==> src/rtl/row_enc_pkg.sv <==
// rtl/row_enc_pkg.sv - shared sizes, FSM state type and bit/address mapping for the row encoder
package row_enc_pkg;

  localparam int ROWS   = 8;
  localparam int ADDR_W = 3;
  localparam int CNT_W  = 4;

  localparam logic [CNT_W-1:0] CNT_MAX = '1;

  typedef enum logic {
    IDLE    = 1'b0,
    PRESENT = 1'b1
  } state_t;

  // Row address a lives in vector bit (ROWS-1-a): address 0 is the MSB.
  function automatic logic [ADDR_W-1:0] addr_to_bit(input logic [ADDR_W-1:0] addr);
    return ADDR_W'(ROWS - 1) - addr;
  endfunction

endpackage

==> src/rtl/row_pick.sv <==
// rtl/row_pick.sv - combinational search for the first pending row at or after a start address
//
// Ports:
//   p          pending vector, bit 7 = address 0
//   start      address the search begins at; wraps 7 -> 0
//   grant_mask one-hot vector bit of the chosen row (all zero when none)
//   addr       address of the chosen row (0 when none)
//   found      a pending row was chosen
module row_pick
  import row_enc_pkg::*;
(
  input  logic [ROWS-1:0]   p,
  input  logic [ADDR_W-1:0] start,
  output logic [ROWS-1:0]   grant_mask,
  output logic [ADDR_W-1:0] addr,
  output logic              found
);

  logic [ADDR_W-1:0] cand;
  logic [ADDR_W-1:0] idx;

  always_comb begin
    grant_mask = '0;
    addr       = '0;
    found      = 1'b0;
    cand       = '0;
    idx        = '0;
    // Walk addresses in search order; the first hit wins because later
    // iterations are gated by found.
    for (int i = 0; i < ROWS; i++) begin
      cand = start + ADDR_W'(i);
      idx  = addr_to_bit(cand);
      if (!found && p[idx]) begin
        found           = 1'b1;
        addr            = cand;
        grant_mask[idx] = 1'b1;
      end
    end
  end

endmodule

==> src/rtl/row_encoder.sv <==
// rtl/row_encoder.sv - pending-row encoder with valid/ready handshake and completion counter
//
// Ports:
//   CLOCK_50    clock, rising edge
//   resetn      asynchronous active-low reset
//   row_in      row request vector, row_in[7] = address 0
//   load        merge row_in into the pending set this cycle
//   ready       consumer accepts addr_out while valid is high
//   addr_out    registered address of the granted row
//   valid       registered, addr_out holds a granted address
//   pending     any pending row outstanding
//   done_count  completed handshakes, saturating at 15
//
// Build option: ROW_ENCODER_ROUND_ROBIN_EN selects round-robin search starting
// after the last granted address; otherwise address 0 always has priority.
module row_encoder
  import row_enc_pkg::*;
(
  input  logic              CLOCK_50,
  input  logic              resetn,
  input  logic [ROWS-1:0]   row_in,
  input  logic              load,
  input  logic              ready,
  output logic [ADDR_W-1:0] addr_out,
  output logic              valid,
  output logic              pending,
  output logic [CNT_W-1:0]  done_count
);

  state_t            state;
  logic [ROWS-1:0]   p_q;
  logic [ADDR_W-1:0] start;
  logic [ROWS-1:0]   pick_mask;
  logic [ADDR_W-1:0] pick_addr;
  logic              pick_found;
  logic              take;
  logic              grant;

`ifdef ROW_ENCODER_ROUND_ROBIN_EN
  logic [ADDR_W-1:0] ptr_q;

  // Reset value 7 makes the first search start at address 0.
  assign start = ptr_q + ADDR_W'(1);

  always_ff @(posedge CLOCK_50 or negedge resetn) begin
    if (!resetn) begin
      ptr_q <= ADDR_W'(ROWS - 1);
    end else if (grant) begin
      ptr_q <= pick_addr;
    end
  end
`else
  assign start = '0;
`endif

  row_pick u_row_pick (
    .p          (p_q),
    .start      (start),
    .grant_mask (pick_mask),
    .addr       (pick_addr),
    .found      (pick_found)
  );

  // A new address may be taken when nothing is presented or the presented
  // one is being accepted this cycle.
  assign take    = (state == IDLE) || ready;
  assign grant   = take && pick_found;
  assign pending = |p_q;

  always_ff @(posedge CLOCK_50 or negedge resetn) begin
    if (!resetn) begin
      state      <= IDLE;
      p_q        <= '0;
      addr_out   <= '0;
      valid      <= 1'b0;
      done_count <= '0;
    end else begin
      // Clear happens before the OR so a same-cycle reload keeps the bit.
      p_q <= (p_q & ~(grant ? pick_mask : '0)) | (load ? row_in : '0);
      case (state)
        IDLE: begin
          if (pick_found) begin
            addr_out <= pick_addr;
            valid    <= 1'b1;
            state    <= PRESENT;
          end
        end
        PRESENT: begin
          if (ready) begin
            if (done_count != CNT_MAX) begin
              done_count <= done_count + CNT_W'(1);
            end
            if (pick_found) begin
              addr_out <= pick_addr;
            end else begin
              valid <= 1'b0;
              state <= IDLE;
            end
          end
        end
        default: begin
          valid <= 1'b0;
          state <= IDLE;
        end
      endcase
    end
  end

endmodule

==> config.mk <==
export PLATFORM = sky130hd
export DESIGN_NAME = row_encoder
export DESIGN_NICKNAME = d
export VERILOG_FILES = /design/src/rtl/row_enc_pkg.sv /design/src/rtl/row_pick.sv /design/src/rtl/row_encoder.sv
export SDC_FILE = /design/constraint.sdc
export NUM_CORES = 1
export LEC_CHECK = 0
export BUFFER_PORTS_ARGS = -buffer_cell sky130_fd_sc_hd__buf_2
export CORE_ASPECT_RATIO = 1.75
export CORE_MARGIN = 2
export CORE_UTILIZATION = 45
export CTS_BUF_LIST = sky130_fd_sc_hd__clkbuf_16
export DETAILED_ROUTE_END_ITERATION = 8
export GPL_ROUTABILITY_DRIVEN = 0
export GPL_TIMING_DRIVEN = 0
export PLACE_DENSITY = 0.63
export SYNTH_ARGS = -nofsm -noshare
export SYNTH_HDL_FRONTEND = slang
export SYNTH_HIERARCHICAL = 1
export SYNTH_SLANG_ARGS = --single-unit
==> constraint.sdc <==
create_clock -name CLOCK_50 -period 5.6 [get_ports CLOCK_50]
set_input_delay 1.12 -clock CLOCK_50 [delete_from_list [all_inputs] [get_ports CLOCK_50]]
set_output_delay 1.12 -clock CLOCK_50 [all_outputs]
set_load 0.005 [all_outputs]
==> flow_summary.yaml, run 1 <==
run_status:
  status: "complete, no violations"
floorplanning:
  fp.dieW_um: 52.7
  die_h_um: 89.2
  io_pins: 21
  initial_core_util: 0.459
  design.die.area_um2: 4700
  rows: 31
  coreArea_um2: 4070
cts:
  ctsHoldBuffers: 0
  clock_sinks: 17
  clk_pin_slew_ps: 50
  cts_buffer_depth: 2
  cts-root-buf: "clkbuf_16"
  htree_levels: 1
  cts_resized: 0
  clock_latency_ps: 240
  cts_buffers: 3
  cts_tree: "built"
  cts_setup_buffers: 0
logic_synthesis:
  synth.avg_cell_area_um2: 9.99
  synthCells: 187
  ys_ff_latch: 17
  ys.warnings.count: 6
  synth_flop_cell: "dfrtp_1"
  synth-edff-count: 0
  yosysUniqueCellTypes: 49
  ys_seq_area_frac: 0.228
  syn_area_um2: 1870
  postSynth.asyncResetShare: 1.00
routing:
  drt_iter0_markers: 47
  first_pass_iters: 4
  vias_per_cell: 6.12
  drcViolationCount: 0
  dr_total_vias: 1635
  drt_wl_total_um: 4620
  routedWlPerCell_um: 17.3
  ant_nets: 0
sta:
  fin_crit_ps: 2890
  fin_skew_ps: 2.38
  rsz0062_at_grt: "false"
  maxSlewViolCount: 0
  worstMarginPinSlew_ps: 485
  timing.fmax_mhz: 345
  hold_viol: 0
  relSlewSlack: 0.670
  setup-violations-final: 0
  fin_crit_sh: 0.517
  finalSetupTns_ps: 0
worst_setup_path:
  worstSetupStartpointType: "flip-flop"
  crit_fanout: 10
  rrSetupSlack_ps: 2710
  slowest_stage: "mux4_1"
  end_kind: "flip-flop"
  worstPathCellList: "mux4_1, mux2i_4, nand3_4, nor4_4, a221oi_1, mux2i_1, nand3_1, a22o_1"
  critical_path_class: "reg -> reg"
  crit_required_ps: 5720
  cp_slowest_stage_delay_ps: 660
  crit_arrival_ps: 3020
global_routing:
  grt_remaining_overflow: 0
  grt_pass1_wl_um: 7630
  grt_use_met3: 0.0234
  antenna_found_initial: 0
  grtUsageMet2: 0.408
  grt_max_degree: 18
  use_met1: 0.233
  grt_use_total: 0.219
  grt_pass1_vias: 1643
  busiest_layer: "met2"
job:
  cap_violations: 0
placement:
  hpwl_um: 3820
  portBuffers: 19
final_layout:
  drive_gt1_frac: 0.220
  area_growth_syn_to_layout_pct: 14.2
  fin_nets: 238
  antenna_cells: 0
power:
  powerDensity_nw_per_um2: 303
  cellLeakagePower_uw: 0.000855
  total_power_uw: 646
  max-vdd-ir-drop_uv: 257
min_path:
  hold_class: "reg -> reg"
layout by cell type (no fill, tap or decap), types with 3 or more instances in the layout:
cell / instances
a21oi_1: 8
a221oi_1: 5
a22o_1: 8
buf_2: 21
buf_6: 3
clkbuf_16: 3
conb_1: 9
dfrtp_1: 17
ha_1: 7
inv_1: 14
mux2_4: 3
mux2i_1: 11
mux4_1: 6
mux4_2: 5
nand2_1: 10
nand3_1: 18
nor2_1: 8
nor3_1: 3
o21ai_0: 8
o22ai_1: 4
o32ai_1: 6
xnor2_1: 3
logic make-up (layout without fill, tap and decap cells):
logic type / after synthesis / in the layout / synth area share
adder cells (fa/ha/maj): 7 / 7 / 0.0469
XOR/XNOR: 5 / 5 / 0.0234
flip-flops: 17 / 17 / 0.228
buffers and inverters: 23 / 46 / 0.0676
AND/OR/NAND/NOR: 55 / 55 / 0.171
multiplexers: 31 / 31 / 0.279
AO/OA/AOI/OAI: 48 / 48 / 0.182
other: 1 / 9 / 0.00201
path summary, 6_finish.rpt:
kind,from,endpoint,depth (start not counted)
worst min-delay path,addr_out[1]$_DFFE_PN0N_,addr_out[1]$_DFFE_PN0N_,1
worst min register to register,addr_out[1]$_DFFE_PN0N_,addr_out[1]$_DFFE_PN0N_,1
max in group asynchronous,resetn,p_q[3]$_DFF_PN0_,1
min in group asynchronous,resetn,addr_out[0]$_DFFE_PN0N_,1
worst max-delay path,p_q[5]$_DFF_PN0_,p_q[1]$_DFF_PN0_,8
worst max register to register,p_q[5]$_DFF_PN0_,p_q[1]$_DFF_PN0_,8
metrics by stage:
step | setup WS, ps | hold slack (ps) | util | cells | cell area, um^2
floorplan | 3180 | 474 | - | 195 | 1900
CTS | 2690 | 509 | 0.524 | 267 | 2130
detailed placement | 2700 | 494 | 0.504 | 263 | 2050
global route | 2520 | 526 | 0.524 | 267 | 2130
finish | 2710 | 509 | 0.524 | 267 | 2130
global placement | 2750 | 487 | 0.504 | 263 | 2050
state kept, by name, summed over array words and instances, names as in the netlist:
signal / count
addr_out: 3
p_q: 8
valid: 1
state: 1
done_count: 4
critical path: cells and delay by family (launching register included):
family,cells,cell delay (ps)
AND/OR/NAND/NOR,3,740
flip-flops,1,450
AO/OA/AOI/OAI,2,360
multiplexers,3,1210
synth_stat cells (all sizes together) (2+ instances only):
| library cell | count | area share |
|---|---|---|
| inv | 14 | 0.028 |
| mux2i | 15 | 0.098 |
| a21oi | 8 | 0.021 |
| nand3 | 19 | 0.058 |
| ha | 7 | 0.047 |
| o22ai | 4 | 0.013 |
| xnor2 | 3 | 0.014 |
| nor2 | 8 | 0.016 |
| o21a | 2 | 0.0080 |
| dfrtp | 17 | 0.23 |
| o32ai | 6 | 0.028 |
| mux4 | 11 | 0.14 |
| mux2 | 5 | 0.036 |
| o31ai | 2 | 0.0080 |
| or2b | 2 | 0.0080 |
| xor2 | 2 | 0.0094 |
| o21ai | 8 | 0.021 |
| a22o | 8 | 0.038 |
| nor4 | 3 | 0.018 |
| nor3 | 3 | 0.0080 |
| nand2 | 12 | 0.032 |
| and2 | 2 | 0.0067 |
| buf | 8 | 0.038 |
| a221oi | 5 | 0.023 |
final cells by class:
cell class                 count  area (um^2)
fill                         388         1940
multi-input combinational    155         1350
sequential                    17          425
timing repair buffer          19         95.1
clock buffer                   3         75.1
buffer                         9         73.8
tap                           49         61.3
inverter                      14         52.6
clock inverter                 1         3.75
power breakdown:
part / total (uW) / switching [uW] / internal [uW]
Combinational: 309 / 161 / 148
Clock: 135 / 40.3 / 94.3
Sequential: 202 / 44.3 / 158
routing by layer:
layer / up-vias / wire, um
met5: - / 0
met2: 34 / 2640
li1: 788 / -
met1: 796 / 1690
met3: 17 / 103
met4: 0 / 197
Note: power is estimated with default switching activity, not from simulation.
==> run 2, diff against run 1 <==
--- a/config.mk
+++ b/config.mk
@@ -13,7 +13,7 @@
 export DETAILED_ROUTE_END_ITERATION = 8
 export GPL_ROUTABILITY_DRIVEN = 0
 export GPL_TIMING_DRIVEN = 0
-export PLACE_DENSITY = 0.63
+export PLACE_DENSITY = 0.65
 export SYNTH_ARGS = -nofsm -noshare
 export SYNTH_HDL_FRONTEND = slang
 export SYNTH_HIERARCHICAL = 1
==> constraint.sdc (replaced) <==
create_clock -name CLOCK_50 -period 2.4 [get_ports CLOCK_50]
set_input_delay 0.48 -clock CLOCK_50 [delete_from_list [all_inputs] [get_ports CLOCK_50]]
set_output_delay 0.48 -clock CLOCK_50 [all_outputs]
set_load 0.005 [all_outputs]
==> run 2 against run 1 <==
Compared with the run above: global-route usage is 0.82 points higher; fmax is 18% higher; clock power is 140% higher; the flow now finishes with violations (negative setup slack); largest power group unchanged; hold slack worse by 360 ps; sequential share of layout area is 2.4 points lower; first-iteration DRC count is 53% higher.
==> flow_summary.yaml, run 2 (synthesis results as in run 1) <==
run_status:
  status: "finished, violations left"
  violations: "negative setup slack"
routing:
  ant_nets: 0
  dr_total_vias: 1778
  drt_iter0_markers: 72
  vias_per_cell: 6.07
  drt_wl_total_um: 5220
  routedWlPerCell_um: 17.8
  first_pass_iters: 5
  routedLengthMet1_um: 1840
  drcViolationCount: 0
  met2WireLength_um: 2930
  routed.top_layer: "met4"
  met3WireLength_um: 231
worst_setup_path:
  r2r_cells: 9
  crit_arrival_ps: 2570
  critical_path_class: "reg -> reg"
  worstReg2RegStart: "p_q[7]$_DFF_PN0_"
  crit_fanout: 7
  rrSetupSlack_ps: -50
  worstPathCellList: "mux4_2, mux2i_4, buf_6, nand2_4, nor4_4, a221oi_2, mux2i_1, nand3_1, a22o_1"
  crit_required_ps: 2530
  worstSetupStartpointType: "flip-flop"
  slowest_stage: "mux4_2"
  r2r_end: "p_q[1]$_DFF_PN0_"
  end_kind: "flip-flop"
  cp_slowest_stage_delay_ps: 500
final_layout:
  drive_gt1_frac: 0.398
  fin_nets: 264
  most-common-layout-cells: "22 x buf_4, 21 x buf_2, 16 x nand3_1, 13 x inv_1, 13 x dfrtp_1"
  fillCellCount: 354
  regMostFlops: "p_q"
  largestRegisters: "p_q (8), done_count (4), addr_out (3)"
  layout_commonest_cell: "buf_4"
  largest_reg_flops: 8
  antenna_cells: 0
  area_growth_syn_to_layout_pct: 31.1
power:
  cellLeakagePower_uw: 0.000990
  total_power_uw: 1750
  max-vdd-ir-drop_uv: 568
  powerDensity_nw_per_um2: 715
sta:
  fin_skew_ps: 0.788
  maxSlewViolCount: 0
  rsz0062_at_grt: "true"
  timing.fmax_mhz: 409
  fin_crit_ps: 2450
  fin_crit_sh: 1.02
  hold_viol: 0
  setup-violations-final: 1
  fin_ws_ps: -46.8
placement:
  portBuffers: 19
  hpwl_um: 3650
  pre_cts_slack_ps: -325
min_path:
  hold_class: "in -> async"
global_routing:
  grt_max_degree: 18
  grt_use_total: 0.228
  antenna_found_initial: 0
  grt_pass1_wl_um: 7900
  grt_pass1_vias: 1684
  grt_remaining_overflow: 0
floorplanning:
  io_pins: 21
  fp.dieW_um: 52.7
  design.die.area_um2: 4700
  die_h_um: 89.2
  initial_core_util: 0.459
  rows: 31
  coreArea_um2: 4070
cts:
  clock_sinks: 17
  clk_pin_slew_ps: 50
  clock_latency_ps: 240
  cts_buffer_depth: 2
  cts-root-buf: "clkbuf_16"
  htree_levels: 1
  cts_tree: "built"
  cts_buffers: 3
  ctsHoldBuffers: 0
job:
  cap_violations: 0
[run 2: cell types whose count changed in the layout (fill, tap and decap cells not counted), moves of 4 or more]
| cell | change |
|---|---|
| buf_6 | +5 |
| nor2_1 | -4 |
| dfrtp_1 | -4 |
| dfrtp_2 | +4 |
| mux4_1 | -4 |
| mux4_2 | +4 |
| mux2i_4 | +4 |
| buf_4 | +21 |
[run 2: worst max-delay path by stage]
| stage | startpoint | to | slack (ps) | depth (start not counted) |
|---|---|---|---|---|
| after CTS | p_q[7]$_DFF_PN0_ | p_q[2]$_DFF_PN0_ | -5 | 9 |
| after floorplan | p_q[5]$_DFF_PN0_ | p_q[1]$_DFF_PN0_ | 30 | 8 |
| after global routing | p_q[7]$_DFF_PN0_ | p_q[1]$_DFF_PN0_ | -90 | 9 |
| after detailed placement | p_q[5]$_DFF_PN0_ | p_q[1]$_DFF_PN0_ | -330 | 8 |
| final | p_q[7]$_DFF_PN0_ | p_q[1]$_DFF_PN0_ | -50 | 9 |
| after global placement | p_q[3]$_DFF_PN0_ | p_q[1]$_DFF_PN0_ | -350 | 8 |
[run 2: per-stage QoR]
step                      hold WS, ps  area (um^2)  std cells  utilization  setup TNS [ps]
after floorplan                   184         1900        195            -               0
after global placement            418         2060        263        0.506           -1370
after detailed placement          415         2060        263        0.506           -1550
after CTS                         157         2270        279        0.558           -5.49
after global routing              178         2450        293        0.602            -361
final                             151         2450        293        0.602           -46.8
[run 2: cell type report]
type | count | area [um^2] | area share
sequential | 17 | 430 | 0.176
tap | 49 | 61.3 | 0.0250
clock buffer | 3 | 75.1 | 0.0306
multi-input combinational | 155 | 1440 | 0.589
buffer | 9 | 77.6 | 0.0317
inverter | 14 | 52.6 | 0.0215
timing repair buffer | 45 | 305 | 0.125
clock inverter | 1 | 5.00 | 0.00204
[run 2: where the power goes]
group | leakage [uW] | switching [uW] | internal, uW
clock | 0.0000409 | 98.7 | 222
sequential | 0.000179 | 95.0 | 371
combinational | 0.000771 | 469 | 495
[run 2: what timing repair did]
action / CTS / global route
hold endpoints to repair: 0 / 0
setup endpoints to repair: 13 / 13
gates resized for setup: 15 / 16
setup buffers: 12 / 14
pin swaps: 5 / 8
[run 2: critical path, delay by kind of cell (launching register included)]
kind                   cells  cell delay [ps]
buffers and inverters      1              140
flip-flops                 1              430
multiplexers               3              890
AND/OR/NAND/NOR            3              540
AO/OA/AOI/OAI              2              310
[run 2: routing by layer]
| metal | vias to the layer above | GRT usage |
|---|---|---|
| met5 | - | 0 |
| met4 | 0 | 0.126 |
| met3 | 18 | 0.0201 |
| met2 | 58 | 0.431 |
| met1 | 871 | 0.236 |
| li1 | 831 | - |
==> run 3, diff against run 2 <==
--- a/config.mk
+++ b/config.mk
@@ -9,11 +9,10 @@
 export CORE_ASPECT_RATIO = 1.75
 export CORE_MARGIN = 2
 export CORE_UTILIZATION = 45
-export CTS_BUF_LIST = sky130_fd_sc_hd__clkbuf_16
 export DETAILED_ROUTE_END_ITERATION = 8
 export GPL_ROUTABILITY_DRIVEN = 0
 export GPL_TIMING_DRIVEN = 0
-export PLACE_DENSITY = 0.65
+export PLACE_DENSITY = 0.63
 export SYNTH_ARGS = -nofsm -noshare
 export SYNTH_HDL_FRONTEND = slang
 export SYNTH_HIERARCHICAL = 1
==> constraint.sdc (replaced) <==
create_clock -name CLOCK_50 -period 2.5 [get_ports CLOCK_50]
set_input_delay 0.5 -clock CLOCK_50 [delete_from_list [all_inputs] [get_ports CLOCK_50]]
set_output_delay 0.5 -clock CLOCK_50 [all_outputs]
set_load 0.005 [all_outputs]
==> run 3 against run 2 <==
Compared with the run above: the flow now finishes without violations; setup slack better by 95 ps; hold slack better by 5.5 ps; design area is 3.3% lower; global-route usage is 0.51 points lower; sequential share of layout area is 0.59 points higher.
==> flow_summary.yaml, run 3 (synthesis results as in run 1) <==
floorplanning:
  die_h_um: 89.2
  initial_core_util: 0.459
  io_pins: 21
  coreArea_um2: 4070
  fp.dieW_um: 52.7
  design.die.area_um2: 4700
  rows: 31
power:
  max-vdd-ir-drop_uv: 490
  cellLeakagePower_uw: 0.000957
  powerDensity_nw_per_um2: 650
worst_setup_path:
  crit_required_ps: 2630
  crit_fanout: 7
  r2r_end: "addr_out[1]$_DFFE_PN0N_"
  r2r_cells: 8
  end_kind: "flip-flop"
  crit_arrival_ps: 2580
  worstSetupStartpointType: "flip-flop"
  critical_path_class: "reg -> reg"
  rrSetupSlack_ps: 50
  worstReg2RegStart: "p_q[5]$_DFF_PN0_"
global_routing:
  grt_max_degree: 18
  grt_remaining_overflow: 0
  grt_pass1_wl_um: 7780
  grt_use_total: 0.222
  grt_pass1_vias: 1691
  antenna_found_initial: 0
routing:
  routedWlPerCell_um: 16.8
  drt_iter0_markers: 35
  drt_wl_total_um: 4910
  drcViolationCount: 0
  ant_nets: 0
  vias_per_cell: 5.99
  dr_total_vias: 1749
  first_pass_iters: 4
cts:
  cts_buffers: 3
  htree_levels: 1
  clock_sinks: 17
  cts-root-buf: "clkbuf_8"
  clock_latency_ps: 240
  ctsHoldBuffers: 0
  clk_pin_slew_ps: 60
  cts_buffer_depth: 2
  cts_tree: "built"
min_path:
  hold_class: "in -> async"
final_layout:
  most-common-layout-cells: "21 x buf_2, 20 x buf_4, 18 x nand3_1, 13 x inv_1, 13 x dfrtp_1"
  fin_util: 0.582
  largest_reg_flops: 8
  fin_nets: 263
  antenna_cells: 0
  largestRegisters: "p_q (8), done_count (4), addr_out (3)"
  drive_gt1_frac: 0.366
  fillCellCount: 369
  area_growth_syn_to_layout_pct: 26.9
  regMostFlops: "p_q"
  layout_commonest_cell: "buf_2"
sta:
  fin_crit_ps: 2450
  fin_skew_ps: 2.35
  fin_crit_sh: 0.981
  setup-violations-final: 0
  hold_viol: 0
  timing.fmax_mhz: 408
  whs_ps: 157
  maxSlewViolCount: 0
  fin_ws_ps: 48.1
  rsz0062_at_grt: "true"
  finalSetupTns_ps: 0
run_status:
  status: "complete, no violations"
job:
  cap_violations: 0
placement:
  portBuffers: 19
  pre_cts_slack_ps: -400
  hpwl_um: 3820
[run 3: cell types whose count changed in the layout (fill, tap and decap cells not counted), sizes merged]
cell    delta
buf        -1
clkinv     -1
clkbuf     +1
[run 3: report_power, final]
group	switching, uW	internal, uW	leakage, uW
Clock	79.5	113	0.0000228
Combinational	420	476	0.000755
Sequential	95.1	356	0.000179
Total	595	945	0.000957
[run 3: what timing repair did]
| action | in CTS | in global routing |
|---|---|---|
| resized for setup | 9 | 19 |
| pin swaps | 1 | 6 |
| endpoints found under the setup margin | 13 | 13 |
| setup buffers | 6 | 19 |
| hold endpoints to repair | 0 | 0 |
[run 3: critical path, cell delays in order (launching register included)]
cell and delay [ps]:
dfrtp_2 450, mux4_2 560, mux2i_4 250, buf_6 140, buf_6 100, o221ai_1 100
a221oi_1 290, o211ai_1 160, mux2_4 280
[run 3: metrics by stage]
step	area, um^2	cells	total power [uW]
finish	2370	292	1540
global placement	2050	263	1120
CTS	2180	273	1390
detailed placement	2050	263	1130
floorplan	1900	195	947
global route	2370	292	1650
[run 3: how the worst max path moves through the flow]
stage | start | end | slack [ps] | cells past startpoint
after floorplan | p_q[5]$_DFF_PN0_ | p_q[1]$_DFF_PN0_ | 80 | 8
after global placement | p_q[5]$_DFF_PN0_ | p_q[1]$_DFF_PN0_ | -350 | 8
after detailed placement | p_q[5]$_DFF_PN0_ | p_q[1]$_DFF_PN0_ | -400 | 8
after CTS | p_q[1]$_DFF_PN0_ | valid$_DFFE_PN0P_ | -20 | 8
after global routing | p_q[7]$_DFF_PN0_ | p_q[4]$_DFF_PN0_ | -40 | 9
final | p_q[5]$_DFF_PN0_ | addr_out[1]$_DFFE_PN0N_ | 50 | 8
[run 3: final cells by class]
| class | instances | area, um^2 | area share |
|---|---|---|---|
| Sequential cell | 17 | 430 | 0.182 |
| Clock buffer | 4 | 45.0 | 0.0190 |
| Inverter | 14 | 52.6 | 0.0222 |
| Buffer | 9 | 77.6 | 0.0327 |
| Multi-Input combinational cell | 155 | 1400 | 0.591 |
| Tap cell | 49 | 61.3 | 0.0259 |
| Timing Repair Buffer | 44 | 302 | 0.127 |
[run 3: metal layers]
layer	global-route usage	vias to the layer above	wire length, um
li1	-	834	-
met1	0.239	850	1760
met2	0.405	46	2780
met3	0.0167	19	132
met4	0.145	0	238
met5	0	-	0
